### src/rtl/xain_pkg.sv
// Shared types, constants and region-map helpers for the ROM download path.
// The helpers are constant functions over a packed vector of region sizes.
package xain_pkg;

  typedef enum logic [2:0] {
    ST_IDLE,
    ST_COLLECT,
    ST_SDR_WR,
    ST_FLUSH,
    ST_DONE
  } loader_state_t;

  // Wide enough for up to 8 regions of up to 32-bit sizes.
  localparam int REGION_VEC_W = 256;

  localparam int XAIN_NUM_BRAM    = 6;
  localparam int XAIN_BRAM_ADDR_W = 20;
  localparam logic [XAIN_NUM_BRAM*XAIN_BRAM_ADDR_W-1:0] XAIN_BRAM_BYTES = {
    20'h08000, 20'h08000, 20'h04000, 20'h04000, 20'h02000, 20'h02000
  };

  function automatic logic [63:0] region_size(input logic [REGION_VEC_W-1:0] sizes,
                                              input int aw, input int idx);
    logic [REGION_VEC_W-1:0] mask;
    mask = (REGION_VEC_W'(1) << aw) - REGION_VEC_W'(1);
    return 64'((sizes >> (idx * aw)) & mask);
  endfunction

  function automatic logic [63:0] region_base(input logic [REGION_VEC_W-1:0] sizes,
                                              input int aw, input int idx);
    logic [63:0] sum;
    sum = '0;
    for (int k = 0; k < idx; k++) sum += region_size(sizes, aw, k);
    return sum;
  endfunction

endpackage

### src/rtl/rom_region_decode.sv
// Combinational map of a stream position onto SDRAM, one BRAM region, or past the end.
module rom_region_decode
  import xain_pkg::*;
#(
  parameter int                               ADDR_W      = 25,
  parameter logic [ADDR_W-1:0]                SDR_BYTES   = 25'h040000,
  parameter int                               NUM_BRAM    = 4,
  parameter int                               BRAM_ADDR_W = 20,
  parameter logic [NUM_BRAM*BRAM_ADDR_W-1:0]  BRAM_BYTES  = {4{20'h04000}}
) (
  input  logic [ADDR_W-1:0]      i_pos,
  output logic                   o_sdr,
  output logic                   o_hit,
  output logic [NUM_BRAM-1:0]    o_cs,
  output logic [BRAM_ADDR_W-1:0] o_offset,
  output logic                   o_over
);

  localparam logic [REGION_VEC_W-1:0] SIZES = REGION_VEC_W'(BRAM_BYTES);

  logic [63:0] w_rel;
  logic [63:0] w_base;
  logic [63:0] w_size;

  assign o_sdr  = (i_pos < SDR_BYTES);
  assign w_rel  = 64'(i_pos) - 64'(SDR_BYTES);
  assign o_over = !o_sdr && !o_hit;

  always_comb begin
    o_hit    = 1'b0;
    o_cs     = '0;
    o_offset = '0;
    w_base   = '0;
    w_size   = '0;
    for (int i = 0; i < NUM_BRAM; i++) begin
      w_base = region_base(SIZES, BRAM_ADDR_W, i);
      w_size = region_size(SIZES, BRAM_ADDR_W, i);
      if (!o_sdr && (w_rel >= w_base) && (w_rel < w_base + w_size)) begin
        o_hit    = 1'b1;
        o_cs[i]  = 1'b1;
        o_offset = BRAM_ADDR_W'(w_rel - w_base);
      end
    end
  end

endmodule

### src/rtl/ioctl_rom_router.sv
// Routes the host ioctl byte stream: head packed into 16-bit SDRAM writes, tail into BRAM regions.
// Host is stalled via ioctl_wait only while an SDRAM write is outstanding.
module ioctl_rom_router
  import xain_pkg::*;
#(
  parameter int                               ADDR_W      = 25,
  parameter logic [ADDR_W-1:0]                SDR_BYTES   = 25'h040000,
  parameter int                               NUM_BRAM    = 4,
  parameter int                               BRAM_ADDR_W = 20,
  parameter logic [NUM_BRAM*BRAM_ADDR_W-1:0]  BRAM_BYTES  = {4{20'h04000}},
  parameter bit                               SWAP_BYTES  = 1'b0
) (
  input  logic                   clk,
  input  logic                   RSTn,
  input  logic                   ioctl_download,
  input  logic                   ioctl_wr,
  input  logic [7:0]             ioctl_data,
  output logic                   ioctl_wait,
  output logic [ADDR_W-1:0]      sdr_addr,
  output logic [15:0]            sdr_data,
  output logic [1:0]             sdr_be,
  output logic                   sdr_req,
  input  logic                   sdr_rdy,
  output logic [BRAM_ADDR_W-1:0] bram_addr,
  output logic [7:0]             bram_data,
  output logic [NUM_BRAM-1:0]    bram_cs,
  output logic                   bram_wr,
  output logic                   done,
  output logic                   overflow,
  output logic                   proto_err
);

  localparam logic [ADDR_W-1:0] POS_MAX = '1;

  loader_state_t          r_state, w_state_nxt;
  logic                   r_dl_q;
  logic [ADDR_W-1:0]      r_pos, w_pos_nxt;
  logic                   r_pend, w_pend_nxt;
  logic [7:0]             r_pend_byte, w_pend_byte_nxt;
  logic [ADDR_W-1:0]      r_sdr_addr, w_sdr_addr_nxt;
  logic [15:0]            r_sdr_data, w_sdr_data_nxt;
  logic [1:0]             r_sdr_be, w_sdr_be_nxt;
  logic                   r_sdr_req, w_sdr_req_nxt;
  logic                   r_wait, w_wait_nxt;
  logic [BRAM_ADDR_W-1:0] r_bram_addr, w_bram_addr_nxt;
  logic [7:0]             r_bram_data, w_bram_data_nxt;
  logic [NUM_BRAM-1:0]    r_bram_cs, w_bram_cs_nxt;
  logic                   r_bram_wr, w_bram_wr_nxt;
  logic                   r_done, w_done_nxt;
  logic                   r_overflow, w_overflow_nxt;
  logic                   r_proto_err, w_proto_err_nxt;

  logic                   w_rise, w_in_collect, w_accept, w_proto;
  logic [ADDR_W-1:0]      w_pos_cur;
  logic                   w_sdr, w_hit, w_over;
  logic [NUM_BRAM-1:0]    w_cs;
  logic [BRAM_ADDR_W-1:0] w_offset;

  // A strobe on the rising edge of download is decoded as the byte at position 0.
  assign w_rise       = ioctl_download & ~r_dl_q;
  assign w_pos_cur    = w_rise ? '0 : r_pos;
  assign w_in_collect = w_rise | ((r_state == ST_COLLECT) & ioctl_download);
  assign w_accept     = ioctl_wr & w_in_collect & (w_rise | ~r_wait);
  assign w_proto      = ioctl_wr & r_wait & ~w_rise;

  rom_region_decode #(
    .ADDR_W      (ADDR_W),
    .SDR_BYTES   (SDR_BYTES),
    .NUM_BRAM    (NUM_BRAM),
    .BRAM_ADDR_W (BRAM_ADDR_W),
    .BRAM_BYTES  (BRAM_BYTES)
  ) u_decode (
    .i_pos    (w_pos_cur),
    .o_sdr    (w_sdr),
    .o_hit    (w_hit),
    .o_cs     (w_cs),
    .o_offset (w_offset),
    .o_over   (w_over)
  );

  always_comb begin
    w_state_nxt     = r_state;
    w_pos_nxt       = r_pos;
    w_pend_nxt      = r_pend;
    w_pend_byte_nxt = r_pend_byte;
    w_sdr_addr_nxt  = r_sdr_addr;
    w_sdr_data_nxt  = r_sdr_data;
    w_sdr_be_nxt    = r_sdr_be;
    w_sdr_req_nxt   = r_sdr_req;
    w_wait_nxt      = r_wait;
    w_bram_addr_nxt = r_bram_addr;
    w_bram_data_nxt = r_bram_data;
    w_bram_cs_nxt   = '0;
    w_bram_wr_nxt   = 1'b0;
    w_done_nxt      = r_done;
    w_overflow_nxt  = r_overflow;
    w_proto_err_nxt = r_proto_err;

    if (w_rise) begin
      w_state_nxt     = ST_COLLECT;
      w_pos_nxt       = '0;
      w_pend_nxt      = 1'b0;
      w_sdr_req_nxt   = 1'b0;
      w_wait_nxt      = 1'b0;
      w_done_nxt      = 1'b0;
      w_overflow_nxt  = 1'b0;
      w_proto_err_nxt = 1'b0;
    end else begin
      case (r_state)
        ST_COLLECT: if (!ioctl_download) w_state_nxt = ST_FLUSH;
        ST_SDR_WR: begin
          if (sdr_rdy) begin
            w_sdr_req_nxt = 1'b0;
            w_wait_nxt    = 1'b0;
            w_state_nxt   = ioctl_download ? ST_COLLECT : ST_FLUSH;
          end
        end
        ST_FLUSH: begin
          if (r_sdr_req) begin
            if (sdr_rdy) begin
              w_sdr_req_nxt = 1'b0;
              w_wait_nxt    = 1'b0;
              w_pend_nxt    = 1'b0;
              w_done_nxt    = 1'b1;
              w_state_nxt   = ST_DONE;
            end
          end else if (r_pend) begin
            // r_pos is odd here, so clearing bit 0 addresses the orphaned even byte.
            w_sdr_addr_nxt = {r_pos[ADDR_W-1:1], 1'b0};
            w_sdr_data_nxt = SWAP_BYTES ? {r_pend_byte, 8'h00} : {8'h00, r_pend_byte};
            w_sdr_be_nxt   = SWAP_BYTES ? 2'b10 : 2'b01;
            w_sdr_req_nxt  = 1'b1;
            w_wait_nxt     = 1'b1;
          end else begin
            w_done_nxt  = 1'b1;
            w_state_nxt = ST_DONE;
          end
        end
        default: ;
      endcase
      if (w_proto) w_proto_err_nxt = 1'b1;
    end

    if (w_accept) begin
      w_pos_nxt = (w_pos_cur == POS_MAX) ? POS_MAX : w_pos_cur + 1'b1;
      if (w_sdr) begin
        if (!w_pos_cur[0]) begin
          w_pend_nxt      = 1'b1;
          w_pend_byte_nxt = ioctl_data;
        end else begin
          w_sdr_addr_nxt = {w_pos_cur[ADDR_W-1:1], 1'b0};
          w_sdr_data_nxt = SWAP_BYTES ? {r_pend_byte, ioctl_data} : {ioctl_data, r_pend_byte};
          w_sdr_be_nxt   = 2'b11;
          w_sdr_req_nxt  = 1'b1;
          w_wait_nxt     = 1'b1;
          w_pend_nxt     = 1'b0;
          w_state_nxt    = ST_SDR_WR;
        end
      end else if (w_hit) begin
        w_bram_wr_nxt   = 1'b1;
        w_bram_cs_nxt   = w_cs;
        w_bram_addr_nxt = w_offset;
        w_bram_data_nxt = ioctl_data;
      end else if (w_over) begin
        w_overflow_nxt = 1'b1;
      end
    end
  end

  always_ff @(posedge clk or negedge RSTn) begin
    if (!RSTn) begin
      r_state     <= ST_IDLE;
      r_dl_q      <= 1'b0;
      r_pos       <= '0;
      r_pend      <= 1'b0;
      r_pend_byte <= '0;
      r_sdr_addr  <= '0;
      r_sdr_data  <= '0;
      r_sdr_be    <= '0;
      r_sdr_req   <= 1'b0;
      r_wait      <= 1'b0;
      r_bram_addr <= '0;
      r_bram_data <= '0;
      r_bram_cs   <= '0;
      r_bram_wr   <= 1'b0;
      r_done      <= 1'b0;
      r_overflow  <= 1'b0;
      r_proto_err <= 1'b0;
    end else begin
      r_state     <= w_state_nxt;
      r_dl_q      <= ioctl_download;
      r_pos       <= w_pos_nxt;
      r_pend      <= w_pend_nxt;
      r_pend_byte <= w_pend_byte_nxt;
      r_sdr_addr  <= w_sdr_addr_nxt;
      r_sdr_data  <= w_sdr_data_nxt;
      r_sdr_be    <= w_sdr_be_nxt;
      r_sdr_req   <= w_sdr_req_nxt;
      r_wait      <= w_wait_nxt;
      r_bram_addr <= w_bram_addr_nxt;
      r_bram_data <= w_bram_data_nxt;
      r_bram_cs   <= w_bram_cs_nxt;
      r_bram_wr   <= w_bram_wr_nxt;
      r_done      <= w_done_nxt;
      r_overflow  <= w_overflow_nxt;
      r_proto_err <= w_proto_err_nxt;
    end
  end

  assign ioctl_wait = r_wait;
  assign sdr_addr   = r_sdr_addr;
  assign sdr_data   = r_sdr_data;
  assign sdr_be     = r_sdr_be;
  assign sdr_req    = r_sdr_req;
  assign bram_addr  = r_bram_addr;
  assign bram_data  = r_bram_data;
  assign bram_cs    = r_bram_cs;
  assign bram_wr    = r_bram_wr;
  assign done       = r_done;
  assign overflow   = r_overflow;
  assign proto_err  = r_proto_err;

endmodule

### config.mk
export PLATFORM = sky130hd
export DESIGN_NAME = ioctl_rom_router
export DESIGN_NICKNAME = d
export VERILOG_FILES = /design/src/rtl/xain_pkg.sv /design/src/rtl/rom_region_decode.sv /design/src/rtl/ioctl_rom_router.sv
export SDC_FILE = /design/constraint.sdc
export NUM_CORES = 1
export LEC_CHECK = 0
export ABC_AREA = 1
export BUFFER_PORTS_ARGS = -buffer_cell sky130_fd_sc_hd__clkbuf_2
export CAP_MARGIN = 10
export CORE_UTILIZATION = 45
export CTS_BUF_LIST = sky130_fd_sc_hd__clkbuf_2
export DETAILED_ROUTE_END_ITERATION = 16
export PLACE_DENSITY = 0.66
export SKIP_LAST_GASP = 1
export SLEW_MARGIN = 20
export SYNTH_ARGS = -nofsm -noshare
export SYNTH_HDL_FRONTEND = slang
export SYNTH_SLANG_ARGS = --single-unit
### constraint.sdc
create_clock -name clk -period 8.07 [get_ports clk]
set_clock_uncertainty 0.2 [all_clocks]
set_input_delay 0.807 -clock clk [delete_from_list [all_inputs] [get_ports clk]]
set_output_delay 0.807 -clock clk [all_outputs]
set_load 0.02 [all_outputs]
# [After elaboration in Yosys (flattened, before gate mapping)]
# Cells that the tools add are included.
[classes] n_reduce_logical=16 n_eq_ne=6 n_bitwise=13 n_addsub=5 order_cmp=9 n_mux=88
[op_table] operator="2-to-1 mux 25 bit" n=10
[op_table] operator=">= comparator 64 x 16 -> 1 bit, second input constant" n=2
[op_table] operator="< comparator 64 x 16 -> 1 bit, second input constant" n=2
[op_table] operator="2-to-1 mux 16 bit" n=7
[op_table] operator="2-to-1 mux 20 bit" n=4
[op_table] operator=">= comparator 64 x 1 -> 1 bit, second input constant" n=1
[op_table] operator=">= comparator 64 x 15 -> 1 bit, second input constant" n=1
[op_table] operator="< comparator 64 x 15 -> 1 bit, second input constant" n=1
[op_table] operator="< comparator 64 x 17 -> 1 bit, second input constant" n=1
[op_table] operator="2-to-1 mux 1 bit" n=44
[op_table] operator="subtractor 20 x 16 -> 20 bit, second input constant" n=2
[op_table] operator="2-to-1 mux 3 bit" n=9
[op_table] operator="subtractor 25 x 19 -> 26 bit, second input constant" n=1
[op_table] operator="adder 25 x 1 -> 25 bit, second input constant" n=1
[op_table] operator="== test 25 bit, second input constant" n=1
[op_table] operator="< comparator 25 x 19 -> 1 bit, second input constant" n=1
[op_table] operator="subtractor 20 x 15 -> 20 bit, second input constant" n=1
[op_table] operator="2-to-1 mux 2 bit" n=8
[op_table] operator="2-to-1 mux 4 bit" n=3
[op_table] operator="logical AND 1 bit" n=9
[op_table] operator="one-hot mux 3 bit (3 select lines)" n=1
[op_table] operator="AND reduction 3 bit" n=3
[op_table] operator="bitwise AND 1 bit" n=6
[op_table] operator="== test 3 x 2 -> 1 bit, second input constant" n=2
[op_table] operator="other kinds (8)" n=16
[totals] in_bits=13 output_inout_bits=81 reg_bits=119

# [Longest topological paths before layout]
# Gate-level depths: netlist of run 1.
[logic_depth] depth_word=17 mapped_depth=21 depth_no_buf=20

# [Cells and area by module]
# A second synthesis of run 1 with hierarchy kept.
[unflattened] hier_cells=803 hier_area_um2=6327.3
[by_module_without_submodules] mod="ioctl_rom_router" n_inst=1 cells_each=650 seq_area_each_um2=2977.9 area_each_um2=5524.0
[by_module_without_submodules] mod="rom_region_decode" n_inst=1 cells_each=153 seq_area_each_um2=0.0 area_each_um2=803.3

# [Least setup slack after synthesis of run 1]
# No wires, ideal clock.
[synth_path] path_type="input-to-reg" startpoint="input ioctl_download" endpoint="register r_bram_addr[19], in the netlist bram_addr[19]" t_arrival_ns=2.714 setup_slack_ns=5.040 required_time_ns=7.754 cell_stages=21 path_cell_list="inv_1 -> nor2_1 -> buf_2 -> nor2_1 -> inv_1 -> ha_1 -> inv_1 -> nand2_1 -> nand2_1 -> inv_1 -> nand3_1 -> nor2_4 -> inv_1 -> nor2_4 -> nand3_2 -> nand2_1 -> nand2_1 -> nand2_1 -> nand2_1 -> nand2_1 -> nand2_1"
[synth_via] elab_chain_len=11 word_cells_on_any_way=39 cone_classes="add/sub (4); order compare (9); mux (9); bitwise (7); reduce/logical (10)"
[synth_rtl] item="start: declaration" line="ioctl_rom_router.sv:15" rtl="input logic ioctl_download,"
[synth_rtl] item="bitwise AND 1 bit" line="ioctl_rom_router.sv:60" rtl="assign w_rise = ioctl_download & ~r_dl_q;"
[synth_rtl] item="2-to-1 mux 25 bit"
[synth_rtl] item="subtractor 25 x 19 -> 26 bit / < comparator 25 x 19 -> 1 bit (equally long branches)" line="rom_region_decode.sv:26, rom_region_decode.sv:25"
[synth_rtl] item=">= comparator 64 x 1 -> 1 bit / logical NOT 1 bit (equally long branches)" line="rom_region_decode.sv:38" rtl="if (!o_sdr && (w_rel >= w_base) && (w_rel < w_base + w_size)) begin"
[synth_rtl] item="logical AND 1 bit (2 in a row)" line="rom_region_decode.sv:38"
[synth_rtl] item="2-to-1 mux 1 bit (4 in a row)" line="rom_region_decode.sv:38"
[synth_rtl] item="AND reduction 3 bit (no line)"
[synth_rtl] item="end signal: assignment" line="ioctl_rom_router.sv:200" rtl="r_bram_addr <= w_bram_addr_nxt;"
[synth_rtl] item="end: declaration" line="ioctl_rom_router.sv:45" rtl="logic [BRAM_ADDR_W-1:0] r_bram_addr, w_bram_addr_nxt;"
# Several ways; a longest one is shown, not always the timed one.
# A chain may end at the register's enable or synchronous reset.

# [Worst setup path after layout of run 1]
[layout_path] startpoint="input ioctl_download" endpoint="register r_sdr_be[0], in the netlist sdr_be[0]"
[layout_via] elab_chain_len=5 word_cells_on_any_way=12 cone_classes="order compare (1); mux (5); bitwise (6)"
[layout_rtl] item="bitwise AND 1 bit (on tied branches)" line="ioctl_rom_router.sv:60, ioctl_rom_router.sv:62"
[layout_rtl] item="2-to-1 mux 25 bit (tied with other cells)"
[layout_rtl] item="< comparator 25 x 19 -> 1 bit (tied with other cells)" line="rom_region_decode.sv:25" rtl="assign o_sdr = (i_pos < SDR_BYTES);"
[layout_rtl] item="2-to-1 mux 2 bit / bitwise AND 1 bit (equally long branches)" line="ioctl_rom_router.sv:146, ioctl_rom_router.sv:63"
[layout_rtl] item="2-to-1 mux 2 bit (*)" line="ioctl_rom_router.sv:144" rtl="if (w_accept) begin"
[layout_rtl] item="via w_sdr_be_nxt[0]" line="ioctl_rom_router.sv:42" rtl="logic [1:0] r_sdr_be, w_sdr_be_nxt;"
[layout_rtl] item="end signal: assignment" line="ioctl_rom_router.sv:197" rtl="r_sdr_be <= w_sdr_be_nxt;"
[layout_rtl] item="end: declaration" line="ioctl_rom_router.sv:42"
# The timed path passes the listed nets; every way through them passes the cells marked *.

==> results.py, run 1 <==
metrics = {
    "outcome": {
        "status": "finished clean",
    },
    "logic_synthesis": {
        "yosysWarnings": 0,
        "ys_seq_area_share_pct": 49.5,
        "synth-seq-cells": 119,
        "syn_area_sq_um": 6020,
        "synth.distinct_cells": 38,
        "syn_avg_cell_area_sq_um": 8.06,
        "syn_nets": 771,
        "netlist_instances": 746,
    },
    "clock_network": {
        "clock_path_buffers": 2,
        "cts_resized": 0,
        "cts_tree": "built",
        "numClockSinks": 119,
        "clk_latency_ns": 0.68,
        "htreeDepth": 4,
        "clk_pin_slew_worst_paths_ns": 0.19,
        "post_cts_buffers": 0,
        "cts_root_buf": "clkbuf_2",
        "cts_hold_buf": 2,
        "cts_buffers": 17,
    },
    "global_routing": {
        "antenna_found_initial": 0,
        "grt_max_degree": 62,
        "grt_overflow": 0,
        "track_usage_pct": 23.5,
        "grt_first_pass_wirelength_mm": 25.5,
        "first_global_vias": 5095,
    },
    "finish": {
        "final_common_cell": "nand2_1",
        "final_nets": 866,
        "layout-drive-gt1-share_pct": 21.1,
        "final_core_util_pct": 54.0,
        "area_growth_pct": 15.0,
        "layoutNonFillerInstCount": 1026,
        "layout_common_cells": "nand2_1 (215), dfrtp_1 (119), clkbuf_2 (110), inv_1 (75), nor2_1 (70)",
        "fin_area_sq_um": 6920,
        "num_antenna_cells": 0,
    },
    "sta": {
        "whs_ns": 0.172,
        "grt_setup_unrepaired": "false",
        "fin_crit_sh_pct": 59.0,
        "fin_crit_ns": 4.76,
        "report.final.slew_viol_count": 0,
        "timing.slew.headroom_pct": 34.3,
        "worst_slew_pin_slew_ns": 0.983,
        "final-hold-violation-count": 0,
        "fin_tns_setup_ns": 0,
        "fmax_mhz": 210,
        "setup_viol": 0,
    },
    "hold_path": {
        "hold_class": "in2reg",
    },
    "drt": {
        "drc": 0,
        "drtIter0Drc": 291,
        "vias": 5265,
        "routedWlPerCell_um": 15.1,
        "wl_mm": 15.5,
        "firstDrtPassIters": 5,
        "via_per_inst": 5.13,
        "ant_nets": 0,
    },
    "critical_path": {
        "endpoint_kind": "register",
        "crit_family": "simple AND/OR/NAND/NOR gates",
        "critPathKind": "in2reg",
        "arrival_ns": 5.13,
        "cp_slowest_cell": "nor2_4",
        "cp_cell_sequence": "dlygate4sd3_1, clkbuf_2, nand2_2, nand2_1, ha_1, nand4_1, nor2_1, nand2_1, inv_2, nor2_4, inv_2, or2_2",
        "critical_path_buf_inv_count": 4,
        "critPathRequiredTime_ns": 8.44,
        "start_kind": "input port",
        "cpPeakStageDelay_ns": 0.74,
        "path_max_fanout": 46,
    },
    "floorplan": {
        "core_area_sq_um": 12800,
        "fp.dieH_um": 118,
        "initial_core_util_pct": 46.9,
        "rows": 41,
        "die_area_sq_um": 13800,
        "die_w_um": 118,
        "boundaryPins": 94,
    },
    "power": {
        "powerDensity_nw_per_um2": 245,
        "ir_drop_uv": 138,
        "power.leakage_nw": 3.63,
    },
    "placement": {
        "placed_area_sq_um": 6580,
        "numPortBuffers": 93,
        "dp_cells": 992,
        "hpwlAfterDp_mm": 11.4,
        "finalWeightedCongestion": 0.900,
    },
    "job": {
        "drv_cap": 0,
    },
}
-- path summary, 6_finish.rpt --
kind / slack [ns] / depth (start not counted) / endpoint / start
setup / recovery: 3.31 / 12 / sdr_be[0] / ioctl_download
max in group asynchronous: 5.89 / 3 / bram_cs[0] / RSTn
min in group asynchronous: 0.51 / 2 / bram_data[7] / RSTn
hold / removal: 0.17 / 3 / bram_data[0] / ioctl_data[0]
setup reg to reg: 3.70 / 11 / sdr_be[0] / r_dl_q
hold reg to reg: 0.28 / 2 / sdr_data[0] / r_pend_byte[0]
-- synthesized netlist by cell type (all sizes together) --
cell type	instances	area [sq um]
nor4	3	33.8
o31ai	1	7.51
xnor2	5	43.8
a22oi	1	7.51
o21ai	79	403
nor2	88	415
o211ai	1	7.51
o221ai	1	8.76
dfrtp	119	2980
o2111ai	1	8.76
a31oi	1	6.26
or2	4	25.0
nand4	14	87.6
a21boi	2	18.8
clkbuf	4	15.0
ha	12	150
buf	17	118
nand2	226	876
o21a	1	7.51
nand3	52	290
inv	87	327
a21oi	9	45.0
nor3	7	45.0
clkinv	1	3.75
xor2	10	87.6
-- stage by stage --
| stage | setup WS, ns | power (mW) |
|---|---|---|
| after floorplan | 5.04 | 1.06 |
| after global placement | 3.32 | 1.20 |
| final | 3.31 | 1.69 |
| after CTS | 3.35 | 1.71 |
| after global routing | 2.93 | 1.79 |
| after detailed placement | 3.13 | 1.21 |
-- worst register-to-register path, delay by kind of cell, from the launching register on --
| kind | cells | cell delay [ns] |
|---|---|---|
| buf+inv | 3 | 0.53 |
| flops | 1 | 0.38 |
| fa+ha+maj | 1 | 0.43 |
| simple gates | 7 | 2.72 |
-- logic make-up (layout without fill, tap and decap cells) --
group	after synthesis	count (layout)	share of synthesized area, %
and+or+nand+nor	394	394	29.5
adders and majority gates	12	12	2.50
AOI/OAI and AO/OA	97	97	8.65
DFF	119	119	49.5
xor gates and xnor gates	15	15	2.18
buffers and inverters	109	217	7.70
-- state kept, by name, indices dropped and copies added, names as in the netlist, 2 cells and up --
signal and cells:
bram_cs 4, bram_addr 20, r_pos 25, sdr_be 2
bram_data 8, r_pend_byte 8, r_state 3, sdr_addr 25
sdr_data 16
-- report_power, final --
group          internal, mW  leakage, nW  switching, mW
combinational         0.130         1.85          0.291
clock                 0.265        0.186          0.229
sequential            0.708         1.60         0.0698
total                  1.10         3.63          0.589
-- routing by layer --
layer | GRT usage, % | vias up | part of all wire [%]
met1 | 30.3 | 2521 | 45
met2 | 39.4 | 154 | 49
met3 | 4.60 | 22 | 4.1
met5 | 0 | - | 0
li1 | - | 2568 | -
met4 | 8.01 | 0 | 1.6
-- layout make-up --
class	count	area, sq um
timing repair buffer	97	503
clock buffer	18	90.1
clock inverter	14	229
fill	1290	5900
multi-input combinational	518	2570
tap	172	215
inverter	88	330
sequential	119	2980
Power figures use the tool's default switching activity.
==> inputs of run 2 (changes only) <==
PLACE_DENSITY = 0.68   (was 0.66)
clock period = 4.3 ns   (was 8.07 ns; I/O delays follow)
==> run 2 against run 1 <==
- worst setup slack got worse by 2.1 ns
- die area did not move
- power increased by 76%
- hold slack gained 0.083 ns
- register-to-register slack lost 2.4 ns
- largest power group unchanged
==> results.py, run 2 (same netlist as run 1, synthesis figures left out) <==
metrics = {
    "sta": {
        "fin_crit_sh_pct": 71.0,
        "final-hold-violation-count": 0,
        "setup_viol": 0,
        "report.final.slew_viol_count": 0,
        "timing.slew.headroom_pct": 48.1,
        "fin_crit_ns": 3.05,
        "whs_ns": 0.255,
        "fmax_mhz": 327,
        "fin_tns_setup_ns": 0,
        "grt_setup_unrepaired": "false",
        "worst_slew_pin_slew_ns": 0.777,
    },
    "drt": {
        "drtIter0Drc": 318,
        "via_per_inst": 5.00,
        "wl_mm": 15.2,
        "vias": 5200,
        "firstDrtPassIters": 5,
        "ant_nets": 0,
        "drc": 0,
        "routedWlPerCell_um": 14.6,
    },
    "floorplan": {
        "die_area_sq_um": 13800,
        "boundaryPins": 94,
        "core_area_sq_um": 12800,
        "rows": 41,
        "die_w_um": 118,
        "fp.dieH_um": 118,
        "initial_core_util_pct": 46.9,
    },
    "clock_network": {
        "cts_tree": "built",
        "htreeDepth": 4,
        "post_cts_buffers": 0,
        "cts_hold_buf": 14,
        "clk_latency_ns": 0.70,
        "numClockSinks": 119,
        "cts_root_buf": "clkbuf_2",
        "clk_pin_slew_worst_paths_ns": 0.15,
        "cts_buffers": 17,
        "cts_resized": 0,
        "clock_path_buffers": 2,
    },
    "critical_path": {
        "critPathRequiredTime_ns": 4.72,
        "path_max_fanout": 52,
        "arrival_ns": 3.48,
        "start_kind": "input port",
        "endpoint_kind": "register",
        "critPathKind": "in2reg",
    },
    "finish": {
        "area_growth_pct": 16.0,
        "final_common_cell": "nand2_1",
        "multiInputGateArea_sq_um": 2570,
        "seq_area_sq_um": 2980,
        "final_nets": 883,
        "layout_common_cells": "nand2_1 (215), dfrtp_1 (119), clkbuf_2 (110), inv_1 (75), nor2_1 (70)",
        "fillers": 1225,
        "final_core_util_pct": 54.4,
        "num_antenna_cells": 0,
        "layout-drive-gt1-share_pct": 21.1,
    },
    "power": {
        "finalPower_mw": 2.98,
        "power.leakage_nw": 3.67,
        "ir_drop_uv": 264,
        "powerDensity_nw_per_um2": 426,
    },
    "global_routing": {
        "first_global_vias": 5113,
        "grt_max_degree": 53,
        "grt_overflow": 0,
        "grt_first_pass_wirelength_mm": 25.4,
        "antenna_found_initial": 0,
        "track_usage_pct": 23.3,
    },
    "outcome": {
        "status": "finished clean",
    },
    "hold_path": {
        "hold_class": "in2reg",
    },
    "placement": {
        "numPortBuffers": 93,
        "finalWeightedCongestion": 0.921,
        "hpwlAfterDp_mm": 11.0,
    },
    "job": {
        "drv_cap": 0,
    },
}
-- run 2: worst paths after layout --
path,slack (ns),depth (start not counted),start,end
worst max-delay path,1.25,17,ioctl_download,bram_addr[14]
worst min-delay path,0.26,2,ioctl_download,r_dl_q
worst max register to register,1.28,13,r_dl_q,bram_addr[14]
worst min register to register,0.30,2,r_pend_byte[5],sdr_data[5]
max in group asynchronous,2.64,4,RSTn,bram_addr[14]
min in group asynchronous,0.48,3,RSTn,sdr_data[10]
-- run 2: where the power goes --
group          leakage, nW  internal, mW  switching (mW)
Combinational         1.93         0.257           0.547
Sequential            1.60          1.33           0.124
Clock                0.148         0.312           0.407
Total                 3.67          1.90            1.08
-- run 2: routing by layer --
layer	GRT usage, %	wire length (um)
met2	37.9	7170
met1	30.5	7010
met4	7.13	207
met3	6.01	799
met5	0	0
-- run 2: metrics by stage --
stage	setup WS (ns)	cells	area (sq um)
after floorplan	1.65	746	6020
after detailed placement	1.12	997	6620
after global placement	1.19	997	6620
final	1.25	1041	6980
after CTS	1.31	1041	6990
after global routing	0.917	1041	6980
-- run 2: layout make-up --
| class | instances | area share (%) |
|---|---|---|
| clock buffer | 18 | 1.29 |
| clock inverter | 12 | 1.95 |
| inverter | 88 | 4.73 |
| multi-input combinational | 518 | 36.9 |
| sequential | 119 | 42.7 |
| tap | 172 | 3.08 |
| timing repair buffer | 114 | 9.39 |
-- run 2: worst max-delay path, cell delays in order --
cell and delay, ns:
dlygate4sd3_1 0.54, clkbuf_2 0.14, inv_1 0.07, nor2_1 0.04, buf_4 0.18, nor2_1 0.18, inv_1 0.12, ha_1 0.26
nand4_1 0.23, nand2_1 0.10, nor2_2 0.18, nand3_4 0.16, nor2_4 0.16, inv_2 0.31, a21oi_1 0.22, nand2_1 0.07
nand2_1 0.05
==> inputs of run 3 (changes only) <==
ABC_AREA = 0   (was 1)
PLACE_DENSITY = 0.66   (was 0.68)
clock period = 3.1 ns   (was 4.3 ns; I/O delays follow)
==> run 3 against run 2 <==
- highest routed layer unchanged
- die area decreased by 6.4%
- critical endpoint is now r_pos[4]
- non-clock buffer count up 17
- worst setup slack worse by 1.0 ns
- largest power group unchanged
- wire length down 9.8%
==> results.py, run 3 <==
metrics = {
    "global_routing": {
        "grt_overflow": 0,
        "grt_max_degree": 60,
        "antenna_found_initial": 0,
        "track_usage_pct": 22.9,
        "grt_first_pass_wirelength_mm": 22.6,
        "first_global_vias": 4501,
    },
    "logic_synthesis": {
        "synth_compound_area_share_pct": 9.95,
        "synth_xor_xnor_area_share_pct": 4.05,
        "syn_area_sq_um": 5620,
        "synthSimpleGateAreaFrac_pct": 17.2,
        "yosysTopAreaCellShare_pct": 53.0,
        "syn_nets": 546,
        "ys_seq_area_share_pct": 53.0,
        "synth_fa_ha_area_share_pct": 2.67,
        "yosysWarnings": 0,
        "synth_area_leaders": "dfrtp_1 (53%), mux2_2 (9.6%), nand2_1 (5.6%)",
        "synth_top_family_by_area": "simple AND/OR/NAND/NOR gates",
        "syn_avg_cell_area_sq_um": 10.8,
        "async_reset_ff_share_pct": 100,
        "synth.distinct_cells": 59,
        "yosysTopAreaCell": "dfrtp_1",
        "netlist_instances": 521,
        "synth-seq-cells": 119,
        "post-synth-top-count-cell": "dfrtp_1",
        "synthMuxAreaShare_pct": 9.97,
        "synthFlopType": "dfrtp_1",
        "synth_edf_count": 0,
        "synth_common_cells": "dfrtp_1 (119), nand2_1 (84), mux2_2 (48)",
    },
    "power": {
        "p_seq_share_pct": 47.0,
        "intPower_mw": 2.85,
        "power.switching_mw": 1.29,
        "power.leakage_nw": 3.48,
        "ir_drop_uv": 464,
        "switching_share_pct": 31.1,
        "comb_power_share_pct": 21.9,
        "powerDensity_nw_per_um2": 599,
        "clkPwrFrac_pct": 31.1,
    },
    "critical_path": {
        "crit_start": "r_dl_q",
        "arrival_ns": 3.30,
        "critical_path_buf_inv_count": 2,
        "endpoint_kind": "register",
        "cpPeakStageDelay_ns": 0.48,
        "start_kind": "register",
        "rrSetupSlack_ns": 0.21,
        "cp-endpoint": "r_pos[4]",
        "r2r_end": "r_pos[4]",
        "cp_num_cells": 10,
        "r2r-start": "r_dl_q",
        "crit_family": "simple AND/OR/NAND/NOR gates",
        "cp_slowest_cell": "or4_4",
        "critPathKind": "reg2reg",
        "critPathRequiredTime_ns": 3.51,
        "r2r_cells": 10,
        "path_max_fanout": 12,
        "cp_cell_sequence": "nand2b_2, buf_4, nand2_1, inv_1, ha_1, nand3_1, or4_4, nor2_4, nand4_4, o21ai_0",
    },
    "finish": {
        "fillers": 1093,
        "final_common_cell": "dfrtp_1",
        "final_nets": 670,
        "final_core_util_pct": 57.1,
        "layout_common_cells": "dfrtp_1 (119), clkbuf_2 (111), nand2_1 (83), mux2_2 (48), o21ai_0 (37)",
        "area_growth_pct": 23.0,
        "layout-drive-gt1-share_pct": 33.7,
        "num_antenna_cells": 0,
    },
    "clock_network": {
        "clk_latency_ns": 0.69,
        "clock_path_buffers": 2,
        "numClockSinks": 119,
        "htreeDepth": 4,
        "clk_pin_slew_worst_paths_ns": 0.18,
        "cts_root_buf": "clkbuf_2",
        "cts_buffers": 17,
        "cts_tree": "built",
    },
    "drt": {
        "met3_length_um": 880,
        "routedWlPerCell_um": 16.6,
        "ant_nets": 0,
        "wl_met2_mm": 6.58,
        "top_layer": "met4",
        "wl_mm": 13.7,
        "drc": 0,
        "via_per_inst": 5.33,
        "firstDrtPassIters": 4,
        "vias": 4404,
        "drtIter0Drc": 260,
        "met1_length_mm": 5.99,
    },
    "sta": {
        "timing.slew.headroom_pct": 65.5,
        "fin_crit_ns": 2.89,
        "report.final.slew_viol_count": 0,
        "fmax_mhz": 346,
        "fin_tns_setup_ns": 0,
        "setup_viol": 0,
        "final-hold-violation-count": 0,
        "grt_setup_unrepaired": "false",
        "fin_crit_sh_pct": 93.3,
        "worst_slew_pin_slew_ns": 0.516,
    },
    "floorplan": {
        "rows": 40,
        "core_area_sq_um": 12100,
        "boundaryPins": 94,
        "die_area_sq_um": 12900,
        "fp.dieH_um": 114,
        "initial_core_util_pct": 46.4,
        "die_w_um": 114,
    },
    "outcome": {
        "status": "finished clean",
    },
    "placement": {
        "numPortBuffers": 93,
        "hpwlAfterDp_mm": 9.34,
        "finalWeightedCongestion": 0.866,
    },
    "job": {
        "drv_cap": 0,
    },
    "hold_path": {
        "hold_class": "in2reg",
    },
}
run 3: power groups by stage:
stage	sequential [mW]	clock (mW)	combinational, mW
5_1_grt	1.98	1.38	1.00
4_1_cts	1.94	1.33	0.919
2_1_floorplan	2.11	0	0.429
3_5_place_dp	1.97	0	0.897
6_report	1.94	1.29	0.908
3_3_place_gp	1.96	0	0.876
run 3: worst min path at each step:
stage / depth (start not counted) / slack, ns / end / start
2_1_floorplan: 0 / -0.19 / bram_addr[0] / RSTn
3_3_place_gp: 1 / 0.23 / sdr_addr[11] / RSTn
3_5_place_dp: 1 / 0.24 / sdr_addr[11] / RSTn
4_1_cts: 2 / 0.03 / r_dl_q / ioctl_download
5_1_grt: 2 / 0.06 / r_dl_q / ioctl_download
6_report: 2 / 0.13 / r_dl_q / ioctl_download
run 3: cells by family (layout without fill, tap and decap cells):
family	Yosys count	in the layout
and+or+nand+nor	190	191
DFF	119	119
AOI/OAI and AO/OA	85	85
muxes	50	50
buffers and inverters	39	175
xor gates and xnor gates	26	26
adders and majority gates	12	12
run 3: cell type report:
| type | count | area [sq um] | share of cell area (%) |
|---|---|---|---|
| sequential | 119 | 2980 | 43.1 |
| inverter | 12 | 45.0 | 0.651 |
| timing repair buffer | 131 | 831 | 12.0 |
| multi-input combinational | 364 | 2530 | 36.6 |
| clock buffer | 19 | 95.1 | 1.38 |
| tap | 168 | 210 | 3.04 |
| clock inverter | 13 | 228 | 3.29 |
run 3: what timing repair did:
action / in CTS / in global routing
cloned: 0 / 1
hold buffers: 14 / 0
endpoints found under the setup margin: 17 / 23
pin swaps: 0 / 2
buffers inserted: 0 / 0
endpoints found under the hold margin: 158 / 0
resized for setup: 1 / 4
run 3: layer usage:
metal | global-route usage (%) | up-vias
li1 | - | 2084
met1 | 29.0 | 2161
met2 | 36.9 | 141
met3 | 7.07 | 18
met4 | 8.92 | 0
met5 | 0 | -
run 3: stage by stage:
| stage | power [mW] | instances | setup slack [ns] | instance area (sq um) | hold slack, ns |
|---|---|---|---|---|---|
| after floorplan | 2.54 | 521 | 0.00208 | 5650 | -0.186 |
| after global placement | 2.84 | 779 | 0.0632 | 6390 | 0.231 |
| after detailed placement | 2.87 | 779 | -0.0685 | 6390 | 0.240 |
| after CTS | 4.19 | 825 | 0.0917 | 6880 | 0.0301 |
| after global routing | 4.37 | 826 | 0.0158 | 6920 | 0.0607 |
| final | 4.14 | 826 | 0.209 | 6920 | 0.133 |
